[config.mk]
export PLATFORM = sky130hd
export DESIGN_NAME = adc_pipe_stage_gen_flat
export DESIGN_NICKNAME = d
export VERILOG_FILES = /design/src/rtl/adc_pipe_stage_gen_if.sv /design/src/rtl/adc_pipe_stage_gen.sv /design/src/flat_wrapper.sv
export SDC_FILE = /design/constraint.sdc
export NUM_CORES = 1
export LEC_CHECK = 0
export ABC_AREA = 0
export CORE_AREA = 4 4 83 85
export DETAILED_ROUTE_END_ITERATION = 10
export DIE_AREA = 0 0 87 89
export PLACE_DENSITY_LB_ADDON = 0.08
export SETUP_SLACK_MARGIN = 0.1
export SYNTH_ARGS = -nofsm -noshare
export SYNTH_HDL_FRONTEND = slang
export SYNTH_SLANG_ARGS = --single-unit
[constraint.sdc]
create_clock -name clock_i -period 2.73 [get_ports clock_i]
set_input_delay 0.4095 -clock clock_i [delete_from_list [all_inputs] [get_ports clock_i]]
set_output_delay 0.4095 -clock clock_i [all_outputs]
set_load 0.05 [all_outputs]
[src/rtl/adc_pipe_stage_gen_if.sv]
// Bundle of sample/offset inputs and per-stage decision outputs of the
// 1.5-bit pipeline stage-code generator.
interface adc_pipe_stage_gen_if #(
    parameter int VIN_W  = 8,
    parameter int OFFS_W = 7
);
    // Sample and comparator-offset side
    logic signed [VIN_W-1:0]  vin_i;
    logic                     vin_valid_i;
    logic signed [OFFS_W-1:0] offs1_i;
    logic signed [OFFS_W-1:0] offs2_i;

    // Stage decision side
    logic [2:0]               d1_o;
    logic                     d1_valid_o;
    logic [2:0]               d2_o;
    logic                     d2_valid_o;
    logic                     d3_o;
    logic                     d3_valid_o;
    logic                     sat_o;

    // Producer of samples / consumer of decisions (test or system side)
    modport master (
        output vin_i, vin_valid_i, offs1_i, offs2_i,
        input  d1_o, d1_valid_o, d2_o, d2_valid_o, d3_o, d3_valid_o, sat_o
    );

    // The stage-code generator itself
    modport slave (
        input  vin_i, vin_valid_i, offs1_i, offs2_i,
        output d1_o, d1_valid_o, d2_o, d2_valid_o, d3_o, d3_valid_o, sat_o
    );
endinterface

[src/rtl/adc_pipe_stage_gen.sv]
// Stage-code generator for a 3-stage 1.5-bit pipelined ADC model.
// Stages 1 and 2 make a three-way decision, emit a one-hot pin code and pass
// a saturated residue on; stage 3 is a single comparator on residue 2.
// With ALIGNED=1 the stage-1/2 codes are delayed so all three decisions for a
// sample leave in the same cycle.
module adc_pipe_stage_gen #(
    parameter int VIN_W   = 8,
    parameter int OFFS_W  = 7,
    parameter int ALIGNED = 0
) (
    input  logic                 clock_i,
    input  logic                 reset_i,
    adc_pipe_stage_gen_if.slave  bus
);
    // Residue arithmetic is done two bits wider than the sample so that
    // 2x +/- Vref cannot wrap before saturation.
    localparam int RW = VIN_W + 2;

    localparam logic signed [RW-1:0] VREF_W = RW'(1 << (VIN_W - 1));
    localparam logic signed [RW-1:0] THR_W  = RW'(1 << (VIN_W - 3));
    localparam logic signed [RW-1:0] VMAX   = RW'((1 << (VIN_W - 1)) - 1);
    localparam logic signed [RW-1:0] VMIN   = RW'(-(1 << (VIN_W - 1)));

    localparam logic [2:0] CODE_NONE = 3'b000;
    localparam logic [2:0] CODE_NEG  = 3'b010;
    localparam logic [2:0] CODE_ZERO = 3'b100;
    localparam logic [2:0] CODE_POS  = 3'b001;

    // Per-stage registered results, indexed by stage (0 = stage 1)
    logic [1:0][VIN_W-1:0] res_w;
    logic [1:0][2:0]       code_w;
    logic [1:0]            sat_w;
    logic [1:0]            vld_w;

    genvar gi;
    generate
        for (gi = 0; gi < 2; gi++) begin : g_stage
            logic signed [VIN_W-1:0]  x_in;
            logic signed [OFFS_W-1:0] offs_in;
            logic                     vld_in;
            logic                     sat_in;

            logic signed [RW-1:0]     x_ext;
            logic signed [RW-1:0]     o_ext;
            logic signed [RW-1:0]     thr_hi;
            logic signed [RW-1:0]     thr_lo;
            logic signed [RW-1:0]     res_full;

            logic [2:0]               code_d;
            logic signed [VIN_W-1:0]  res_d;
            logic                     sat_d;

            logic [2:0]               code_q;
            logic signed [VIN_W-1:0]  res_q;
            logic                     sat_q;
            logic                     vld_q;

            // Stage 1 works on the raw sample, stage 2 on the stage-1 residue;
            // each stage's offset is taken on the edge its input is taken.
            if (gi == 0) begin : g_first
                assign x_in    = bus.vin_i;
                assign offs_in = bus.offs1_i;
                assign vld_in  = bus.vin_valid_i;
                assign sat_in  = 1'b0;
            end else begin : g_next
                assign x_in    = res_w[gi-1];
                assign offs_in = bus.offs2_i;
                assign vld_in  = vld_w[gi-1];
                assign sat_in  = sat_w[gi-1];
            end

            // Sub-ADC decision and saturated residue for this stage
            always_comb begin
                x_ext    = RW'(x_in);
                o_ext    = RW'(offs_in);
                thr_hi   = THR_W + o_ext;
                thr_lo   = o_ext - THR_W;
                code_d   = CODE_ZERO;
                res_full = x_ext + x_ext;
                if (x_ext >= thr_hi) begin
                    code_d   = CODE_POS;
                    res_full = x_ext + x_ext - VREF_W;
                end else if (x_ext < thr_lo) begin
                    code_d   = CODE_NEG;
                    res_full = x_ext + x_ext + VREF_W;
                end
                res_d = res_full[VIN_W-1:0];
                sat_d = sat_in;
                if (res_full > VMAX) begin
                    res_d = VMAX[VIN_W-1:0];
                    sat_d = 1'b1;
                end else if (res_full < VMIN) begin
                    res_d = VMIN[VIN_W-1:0];
                    sat_d = 1'b1;
                end
            end

            // Stage register: valid follows every cycle, data only loads on a
            // valid sample so bubbles leave the last decision visible.
            always_ff @(posedge clock_i or negedge reset_i) begin
                if (!reset_i) begin
                    vld_q  <= 1'b0;
                    code_q <= CODE_NONE;
                    res_q  <= '0;
                    sat_q  <= 1'b0;
                end else begin
                    vld_q <= vld_in;
                    if (vld_in) begin
                        code_q <= code_d;
                        res_q  <= res_d;
                        sat_q  <= sat_d;
                    end
                end
            end

            assign res_w[gi]  = res_q;
            assign code_w[gi] = code_q;
            assign sat_w[gi]  = sat_q;
            assign vld_w[gi]  = vld_q;
        end
    endgenerate

    // Stage 3: final comparator bit and the sample's accumulated saturation
    logic d3_q;
    logic sat3_q;
    logic vld3_q;

    // Comparator on residue 2 (>= 0 is just the sign bit clear)
    always_ff @(posedge clock_i or negedge reset_i) begin
        if (!reset_i) begin
            vld3_q <= 1'b0;
            d3_q   <= 1'b0;
            sat3_q <= 1'b0;
        end else begin
            vld3_q <= vld_w[1];
            if (vld_w[1]) begin
                d3_q   <= ~res_w[1][VIN_W-1];
                sat3_q <= sat_w[1];
            end
        end
    end

    assign bus.d3_o       = d3_q;
    assign bus.d3_valid_o = vld3_q;
    assign bus.sat_o      = sat3_q;

    generate
        if (ALIGNED != 0) begin : g_aligned
            logic [2:0] d1_a_q;
            logic [2:0] d1_b_q;
            logic       v1_a_q;
            logic       v1_b_q;
            logic [2:0] d2_a_q;
            logic       v2_a_q;

            // Delay stage-1 codes by two and stage-2 codes by one cycle so
            // they line up with the stage-3 bit of the same sample.
            always_ff @(posedge clock_i or negedge reset_i) begin
                if (!reset_i) begin
                    v1_a_q <= 1'b0;
                    v1_b_q <= 1'b0;
                    v2_a_q <= 1'b0;
                    d1_a_q <= CODE_NONE;
                    d1_b_q <= CODE_NONE;
                    d2_a_q <= CODE_NONE;
                end else begin
                    v1_a_q <= vld_w[0];
                    v1_b_q <= v1_a_q;
                    v2_a_q <= vld_w[1];
                    if (vld_w[0]) begin
                        d1_a_q <= code_w[0];
                    end
                    if (v1_a_q) begin
                        d1_b_q <= d1_a_q;
                    end
                    if (vld_w[1]) begin
                        d2_a_q <= code_w[1];
                    end
                end
            end

            assign bus.d1_o       = d1_b_q;
            assign bus.d1_valid_o = v1_b_q;
            assign bus.d2_o       = d2_a_q;
            assign bus.d2_valid_o = v2_a_q;
        end else begin : g_skewed
            assign bus.d1_o       = code_w[0];
            assign bus.d1_valid_o = vld_w[0];
            assign bus.d2_o       = code_w[1];
            assign bus.d2_valid_o = vld_w[1];
        end
    endgenerate
endmodule

[src/flat_wrapper.sv]
// flat-port wrapper written by rule: the top's interface ports become plain ports
module adc_pipe_stage_gen_flat 
#(
    parameter int VIN_W   = 8,
    parameter int OFFS_W  = 7,
    parameter int ALIGNED = 0
)
  (clock_i, reset_i, bus_vin_i, bus_vin_valid_i, bus_offs1_i, bus_offs2_i, bus_d1_o, bus_d1_valid_o, bus_d2_o, bus_d2_valid_o, bus_d3_o, bus_d3_valid_o, bus_sat_o);
  adc_pipe_stage_gen_if #(.VIN_W(VIN_W), .OFFS_W(OFFS_W)) bus_i ();
  input  logic clock_i;
  input  logic reset_i;
  input wire logic [$bits(bus_i.vin_i)-1:0] bus_vin_i;
  input wire logic [$bits(bus_i.vin_valid_i)-1:0] bus_vin_valid_i;
  input wire logic [$bits(bus_i.offs1_i)-1:0] bus_offs1_i;
  input wire logic [$bits(bus_i.offs2_i)-1:0] bus_offs2_i;
  output wire logic [$bits(bus_i.d1_o)-1:0] bus_d1_o;
  output wire logic [$bits(bus_i.d1_valid_o)-1:0] bus_d1_valid_o;
  output wire logic [$bits(bus_i.d2_o)-1:0] bus_d2_o;
  output wire logic [$bits(bus_i.d2_valid_o)-1:0] bus_d2_valid_o;
  output wire logic [$bits(bus_i.d3_o)-1:0] bus_d3_o;
  output wire logic [$bits(bus_i.d3_valid_o)-1:0] bus_d3_valid_o;
  output wire logic [$bits(bus_i.sat_o)-1:0] bus_sat_o;
  assign bus_i.vin_i = bus_vin_i;
  assign bus_i.vin_valid_i = bus_vin_valid_i;
  assign bus_i.offs1_i = bus_offs1_i;
  assign bus_i.offs2_i = bus_offs2_i;
  assign bus_d1_o = bus_i.d1_o;
  assign bus_d1_valid_o = bus_i.d1_valid_o;
  assign bus_d2_o = bus_i.d2_o;
  assign bus_d2_valid_o = bus_i.d2_valid_o;
  assign bus_d3_o = bus_i.d3_o;
  assign bus_d3_valid_o = bus_i.d3_valid_o;
  assign bus_sat_o = bus_i.sat_o;
  adc_pipe_stage_gen #(.VIN_W(VIN_W), .OFFS_W(OFFS_W), .ALIGNED(ALIGNED)) u_core (.clock_i(clock_i), .reset_i(reset_i), .bus(bus_i));
endmodule
# == Yosys cells after proc, flatten, opt, wreduce, memory -nomap -nowiden ==
# Index checks and enable logic that the tools add are counted.
# classes
n_addsub,10
mux,16
n_lt_le_gt_ge,8
n_bitwise,1
# op_table
cell,n
2-to-1 mux 10 bit,4
2-to-1 mux 8 bit,4
"adder 10 x 9 -> 10 bit, second input constant",2
"greater-than comparator 10 x 8 -> 1 bit, second input constant",2
"< comparator 10 x 8 -> 1 bit, second input constant",2
"subtractor 10 x 9 -> 10 bit, second input constant",2
adder 8 x 8 -> 9 bit,2
"adder 7 x 7 -> 8 bit, first input constant",2
greater-or-equal comparator 8 bit,2
< comparator 8 bit,2
"subtractor 7 x 7 -> 8 bit, second input constant",2
2-to-1 mux 3 bit,4
2-to-1 mux 1 bit,4
NOT 1 bit,1
# totals
register_bits,29
inputBits,25

# == Depth between registers and ports, before layout ==
# Gate-level depths: netlist of run 1.
# depth
ltp_word,7
ltp_mapped,12

# == Worst setup path before layout of run 1 ==
# No wires, ideal clock.
# synth_timing
path_type,in2reg
startpoint,in bus_offs2_i[5]
endpoint,reg u_core.g_stage[1].sat_q
path_buffers,1
path_slack_ns,0.239
arrival_time_ns,2.355
required_time_ns,2.594
path_stages,12
setup_time_ns,0.136
cell_sequence,inv_1 ha_1 inv_1 ha_1 nand3b_1 a211oi_1 a311o_1 buf_2 or4b_1 o211ai_1 mux2_1 a31oi_1
# synth_via
elab_chain_len,7
word_cells_on_any_way,10
cone_classes,add/sub: 2; order compare: 4; mux: 4
# synth_rtl
element,line_no,text
"start, declared",flat_wrapper.sv:15,input wire logic [$bits(bus_i.offs2_i)-1:0] bus_offs2_i;
subtractor 7 x 7 -> 8 bit,adc_pipe_stage_gen.sv:77,thr_lo = o_ext - THR_W;
< comparator 8 bit,adc_pipe_stage_gen.sv:83,end else if (x_ext < thr_lo) begin
2-to-1 mux 10 bit,adc_pipe_stage_gen.sv:83,
2-to-1 mux 10 bit *,adc_pipe_stage_gen.sv:80,if (x_ext >= thr_hi) begin
< comparator 10 x 8 -> 1 bit,adc_pipe_stage_gen.sv:92,end else if (res_full < VMIN) begin
2-to-1 mux 1 bit,adc_pipe_stage_gen.sv:92,
2-to-1 mux 1 bit *,adc_pipe_stage_gen.sv:89,if (res_full > VMAX) begin
"end signal, assigned",adc_pipe_stage_gen.sv:111,sat_q <= sat_d;
"end, declared",adc_pipe_stage_gen.sv:55,logic sat_q;
# Every way passes the cells marked *; elsewhere a longest branch is shown, timed or not.
# A chain may end at the register's enable or synchronous reset.

# == Worst setup path in the final report of run 1 ==
# layout_timing
startpoint,in bus_vin_i[0]
endpoint,reg u_core.g_stage[0].res_q[4]
# layout_via
elab_chain_len,7
word_cells_on_any_way,11
cone_classes,add/sub: 3; order compare: 4; mux: 4
# layout_rtl
element,line_no,text
"start, declared",flat_wrapper.sv:12,input wire logic [$bits(bus_i.vin_i)-1:0] bus_vin_i;
adder 8 x 8 -> 9 bit,"adc_pipe_stage_gen.sv:79, adc_pipe_stage_gen.sv:82, adc_pipe_stage_gen.sv:85",
adder 10 x 9 -> 10 bit,adc_pipe_stage_gen.sv:85,res_full = x_ext + x_ext + VREF_W;
2-to-1 mux 10 bit,adc_pipe_stage_gen.sv:83,
2-to-1 mux 10 bit *,adc_pipe_stage_gen.sv:80,
< comparator 10 x 8 -> 1 bit,adc_pipe_stage_gen.sv:92,
2-to-1 mux 8 bit,adc_pipe_stage_gen.sv:92,
2-to-1 mux 8 bit *,adc_pipe_stage_gen.sv:89,
"end signal, assigned",adc_pipe_stage_gen.sv:110,res_q <= res_d;
"end, declared",adc_pipe_stage_gen.sv:54,logic signed [VIN_W-1:0] res_q;
# Marks and branches as above.

==> summary.txt, run 1 <==
status: finished clean
gp weighted congestion: 0.7232
Syn Area/Cell: 9.528 µm²
post-synthesis mux area share: 7.514%
Setup crit end kind: register
initial core utilization: 28.72%
Vias: 1527
WP buf/inv: 3
CTS tree: built
P_sw: 0.5849 mW
Syn Nets: 240
Worst Clk Skew: 7.389 ps
Clock Path Buffers: 2
largest family of logic cells by synthesized area: adder cells
sw frac: 36.56%
crit path time final: 2545 ps
Syn. warnings: 0
sequential share of power: 27.9%
CTS buffer count: 3
leak pwr: 1.263 nW
CP Launch Type: input port
placed cells: 320
mapped cell area: 0.001782 mm²
worst-path cell chain: clkdlybuf4s50_1 > inv_1 > ha_1 > nor2b_4 > o211ai_2 > a211o_1 > nor4bb_4 > mux2_4 > a211oi_4 > buf_4 > o31ai_1
period utilisation layout: 93.21%
via/cell ratio: 4.586
largest net degree at the start of global routing: 23
Endpoint, Worst Hold: u_core.bus.d3_valid_o
port bufs: 35
total of max-cap violations: 0
Reg2Reg Depth: 9
Slew Viols, Final: 0
total power: 1.600 mW
Area growth syn-to-layout: 52.81%
H-tree Lvls: 1
dpl ws: -402.7 ps
Setup crit start: bus_vin_i[0]
Gate power share: 53.3%
Synth Area in Adders: 19.66%
ANT cells: 0
final hold violation count: 0
hold crit path type: register to register
Chip Width: 87 µm
maximum VDD drop: 0.2419 mV
Net count, final: 310
compound-cell area share of the yosys netlist: 18.05%
gr ovfl total: 0
Ports: 36
worst reg2reg setup slack: 400 ps
clk sinks: 22
RSZ-0062 raised after global routing: no
dpl hpwl: 3188 µm
Post-Synth XOR/XNOR Area: 0%
final worst slack: 185.3 ps
CTS clk-pin slew, worst paths: 80 ps
Max stage delay cell, worst path: clkdlybuf4s50_1
distinct cell type count of the synthesized netlist: 45
first-pass GRT wire length: 6886 µm
number of global-route vias before repair: 1616
footprint of the multi-input gates: 0.001266 mm²
crit path max fanout: 7
kind of cell adding the most delay to the critical path: buffers and inverters
WS Path Type: input port to register
DR DRC count: 0
ANT nets after route: 0
initial antenna violation count: 0
Worst R2R Start: u_core.g_stage[0].res_q[7]
clock root buffer: clkbuf_8
design area: 0.002723 mm²
Global Route Usage Sum: 10.87%
Int Pwr: 1.015 mW
Synth top area share: 30.90%
Async SR Flop Fraction: 100.0%
Post-Synth Simple-Gate Area: 16.22%
Post-Layout Cell Count: 333
hold_buf cts: 0
final setup vio count: 0
Core ar.: 0.006205 mm²
required time worst endpoint: 2860 ps
Slew Limit Headroom: 66.63%
DR pass1 iterations: 4
sequential-to-total area share from yosys stat: 30.90%
Seq cells post-synth: 22
Worst-Margin Slew: 499.0 ps
Hold Crit Depth: 0
Post-synth EDFFs: 0
final core occ: 43.88%
PD cells: 587.5 mW/mm²
Iter 0 DRT Violations: 59
CP Depth: 11
crit path DAT: 2670 ps
Syn Inst Count: 187
Synth area leaders: dfrtp_1 (31%), ha_1 (20%), inv_1 (6.3%)
layout cell share with drive strength beyond 1: 32.42%
placed standard-cell area: 0.002400 mm²
final WL: 3818 µm
most used flip-flop cell after synthesis: dfrtp_1
Wirelength per Cell: 11.47 µm
area leader, netlist: dfrtp_1
die height: 89 µm
Worst-Skew Late Latency: 260 ps
hold path start: u_core.bus.d2_valid_o
DIE AREA: 0.007743 mm²
Clock power frac: 18.8%
fillers: 612
register area: 550.5 µm²
fmax: 393.0 MHz
worst flop-to-flop path endpoint: u_core.g_stage[1].sat_q
worst stage delay on the critical path: 480 ps
Rows: 29
per-layer routing:
metal	up-vias	share of wire [%]	track usage, %
met5	-	0	0
met4	0	1.3	3.683
met3	4	2.1	1.106
met2	17	51	20.22
met1	697	45	12.99
li1	809	-	-
state kept, by name (all words and copies together) (netlist names):
| name | flops |
|---|---|
| u_core.g_stage.res_q | 9 |
| u_core.bus.sat_o | 1 |
| u_core.bus.d1_valid_o | 1 |
| u_core.bus.d2_valid_o | 1 |
| u_core.bus.d3_valid_o | 1 |
| u_core.bus.d1_o | 3 |
| u_core.bus.d3_o | 1 |
| u_core.bus.d2_o | 3 |
| u_core.g_stage.sat_q | 2 |
kinds of logic (layout without fill, tap and decap cells):
kind of cell               after synthesis  in the layout
buffers and inverters                   35            104
AOI/OAI and AO/OA                       41             41
DFF                                     22             22
adders and majority gates               28             28
and+or+nand+nor                         49             49
muxes                                   12             12
placed cells by master (no fill, tap or decap), drive strengths merged, types with 2 or more instances in the layout:
master         netlist  final
ha                  28     28
nand3b               3      3
clkdlybuf4s50        0     27
a311oi               2      2
nor2                 8      8
a21oi                6      6
o211ai               3      3
o21ai                5      5
mux2                 8      8
nand3                3      3
dlygate4sd2          0      5
clkbuf               2      3
dlymetal6s2s         0      3
and3                 3      3
buf                  3     35
nor3b                3      3
nand4                3      3
nand2               15     15
mux2i                4      4
o31ai                7      7
a211oi               3      3
nor2b                5      5
inv                 30     30
a31oi                8      8
dfrtp               22     22
worst max-delay path by stage:
stage,end
4_1_cts,u_core.g_stage[0].sat_q
3_5_place_dp,u_core.g_stage[1].sat_q
2_1_floorplan,u_core.g_stage[1].sat_q
3_3_place_gp,u_core.g_stage[0].sat_q
6_report,u_core.g_stage[0].res_q[4]
5_1_grt,u_core.g_stage[0].res_q[4]
power by group through the flow:
stage / clock, mW / combinational [mW] / sequential, mW
floorplan: 0 / 0.359 / 0.566
global placement: 0 / 0.736 / 0.450
detailed placement: 0 / 0.734 / 0.452
CTS: 0.313 / 0.839 / 0.446
global route: 0.324 / 0.946 / 0.459
finish: 0.301 / 0.853 / 0.446
through the flow:
| stage | TNS [ps] | hold WS, ps |
|---|---|---|
| after floorplan | 0 | 113.9 |
| after CTS | 0 | 469.1 |
| final | 0 | 458.7 |
| after global placement | -3852 | 450.3 |
| after global routing | 0 | 494.5 |
| after detailed placement | -3774 | 448.7 |
synth_stat cells (4+ instances only):
cell type / number
a21oi_1: 6
nor2_1: 8
a31oi_1: 8
mux2i_1: 4
o31ai_1: 5
inv_1: 30
nand2_1: 15
ha_1: 28
o21ai_0: 5
dfrtp_1: 22
nor2b_1: 4
mux2_2: 6
repair_timing:
| action | 4_1_cts | 5_1_grt |
|---|---|---|
| setup buffers | 8 | 2 |
| resized for setup | 30 | 13 |
| setup endpoints to repair | 10 | 10 |
| pin swaps | 26 | 13 |
| cloned | 0 | 0 |
layout make-up:
cell class	count	share of cell area [%]
Sequential cell	22	20.22
Clock inverter	1	1.103
Inverter	30	4.136
Multi-Input combinational cell	130	46.51
Clock buffer	3	1.517
Timing Repair Buffer	70	22.98
Tap cell	77	3.539
Note: power is estimated with default switching activity, not from simulation.
==> run 2, diff against run 1 <==
Settings changed: SETUP_SLACK_MARGIN 0.1 to 0.5.
==> run 2 against run 1 <==
Effect of this change:
- clock skew shrank 1.3 ps
- core utilization increased by 6.2 points
- first-iteration DRC count is 17% lower
- worst hold slack gained 6.4 ps
- final area rose by 14%
- critical path depth increased by 2
- critical path type unchanged
- largest power group unchanged
==> summary.txt, run 2 (synthesis results as in run 1) <==
number of global-route vias before repair: 1831 (+13%)
Setup crit start: bus_offs1_i[5]
required time worst endpoint: 2880 ps (+20 ps)
most flop-heavy register: u_core.g_stage.res_q
clk sinks: 22 (unchanged)
most frequent cells in the layout: buf_4 (28), dfrtp_1 (20), ha_4 (18), inv_1 (17)
first-pass GRT wire length: 8390 µm (+22%)
Endpoint, Worst Hold: u_core.bus.d3_valid_o
commonest non-fill, non-tap cell in the layout: buf_4
placed standard-cell area: 0.002575 mm² (+7.3%)
worst flop-to-flop path endpoint: u_core.g_stage[1].sat_q
Reg2Reg Depth: 8 (-1)
maximum VDD drop: 0.2448 mV (+1.2%)
CTS buffer count: 3 (unchanged)
crit path DAT: 2520 ps (-150 ps)
worst-path cell chain: buf_8 > inv_8 > ha_4 > inv_2 > ha_4 > inv_2 > o211ai_1 > o21ai_4 > and3_4 > o31ai_4 > a211oi_4 > buf_6 > o31a_1
total of max-cap violations: 0 (unchanged)
hold crit path type: register to register
DR pass1 iterations: 6 (+2)
fmax: 421.9 MHz (+7.4%)
crit path time final: 2370 ps (-174.6 ps)
largest net degree at the start of global routing: 23 (unchanged)
hold path start: u_core.bus.d2_valid_o
RSZ-0062 raised after global routing: yes
layout cell share with drive strength beyond 1: 49.22% (+17 points)
Slew Limit Headroom: 66.16% (-0.47 points)
Worst Clk Skew: 6.043 ps (-1.346 ps)
Core ar.: 0.006205 mm² (unchanged)
Max stage delay cell, worst path: o31ai_4
WS Path Type: input port to register
Net count, final: 312 (+0.65%)
period utilisation layout: 86.82% (-6.4 points)
initial core utilization: 28.72% (unchanged)
gr ovfl total: 0 (unchanged)
CTS tree: built
Setup crit end kind: register
status: finished clean
PD cells: 576.3 mW/mm² (-1.9%)
die height: 89 µm (unchanged)
Hold Crit Depth: 0 (unchanged)
dpl hpwl: 3727 µm (+17%)
gp weighted congestion: 0.7886 (+9.0%)
final setup vio count: 0 (unchanged)
initial antenna violation count: 0 (unchanged)
Vias: 1642 (+7.5%)
worst reg2reg setup slack: 410 ps (about the same)
clock root buffer: clkbuf_8
crit path max fanout: 7 (unchanged)
Worst Hold Slack: 465.2 ps (+6.442 ps)
Worst R2R Start: u_core.g_stage[0].res_q[2]
fillers: 564 (-7.8%)
Worst-Skew Late Latency: 260 ps (about the same)
Rows: 29 (unchanged)
Wirelength per Cell: 14.55 µm (+27%)
max reg flops: 9 (unchanged)
leak pwr: 1.306 nW (+3.4%)
CTS clk-pin slew, worst paths: 80 ps (about the same)
DR DRC count: 0 (unchanged)
Clock Path Buffers: 2 (unchanged)
Iter 0 DRT Violations: 49 (-17%)
design area: 0.003108 mm² (+14%)
Chip Width: 87 µm (unchanged)
ANT cells: 0 (unchanged)
Worst-Margin Slew: 506.0 ps (+7.014 ps)
worst stage delay on the critical path: 340 ps (-140 ps)
via/cell ratio: 4.901 (+6.9%)
port bufs: 35 (unchanged)
H-tree Lvls: 1 (unchanged)
total power: 1.791 mW (+12%)
DIE AREA: 0.007743 mm² (unchanged)
final core occ: 50.09% (+6.2 points)
Global Route Usage Sum: 13.49% (+2.6 points)
final WL: 4873 µm (+28%)
CP Launch Type: input port
final hold violation count: 0 (unchanged)
hold_buf cts: 0 (unchanged)
Slew Viols, Final: 0 (unchanged)
ANT nets after route: 0 (unchanged)
Ports: 36 (unchanged)
Area growth syn-to-layout: 74.44%
-- run 2: timing repair --
action,CTS,global route
endpoints found under the setup margin,17,10
hold endpoints to repair,0,0
pin swaps,53,15
resized for setup,103,14
buffers inserted,9,6
-- run 2: cell type report --
cell class	instances	area, µm²	share of cell area (%)
inverters	30	132.6	4.267
clock buffers	3	41.29	1.329
flip-flops and latches	22	553.0	17.79
clock inverters	1	30.03	0.9662
multi-input cells	130	1584	50.97
repair buffers	72	670.6	21.58
well taps	77	96.34	3.100
-- run 2: where the power goes --
group	switching, mW	internal (mW)	leakage (nW)	total, mW
clock network	0.106	0.196	0.0357	0.302
registers	0.0594	0.399	0.260	0.458
logic	0.510	0.521	1.01	1.03
total	0.675	1.12	1.31	1.79
-- run 2: through the flow --
stage               instances  TNS [ps]  setup slack [ps]
floorplan                 187         0             340.8
global placement          316     -3600            -394.3
detailed placement        316     -4684            -529.7
CTS                       329         0             346.4
global route              335         0             245.5
finish                    335         0             359.9
-- run 2: critical path: cells and delay by family --
family	cells	cell delay, ps
AOI/OAI and AO/OA	5	1080
adders and majority gates	2	520
and+or+nand+nor	1	180
buffers and inverters	5	340
-- run 2: how the worst max path moves through the flow --
| stage | end |
|---|---|
| after detailed placement | u_core.g_stage[0].res_q[2] |
| final | u_core.g_stage[0].sat_q |
| after global routing | u_core.g_stage[0].res_q[5] |
| after floorplan | u_core.g_stage[1].sat_q |
| after CTS | u_core.g_stage[0].sat_q |
| after global placement | u_core.g_stage[1].sat_q |
-- run 2: routing by layer --
metal	GRT usage, %	share of wire [%]	up-vias
met5	0	0	-
met4	4.108	1.9	0
met3	1.198	1.6	8
met2	27.33	57	19
met1	14.61	39	801
li1	-	-	814
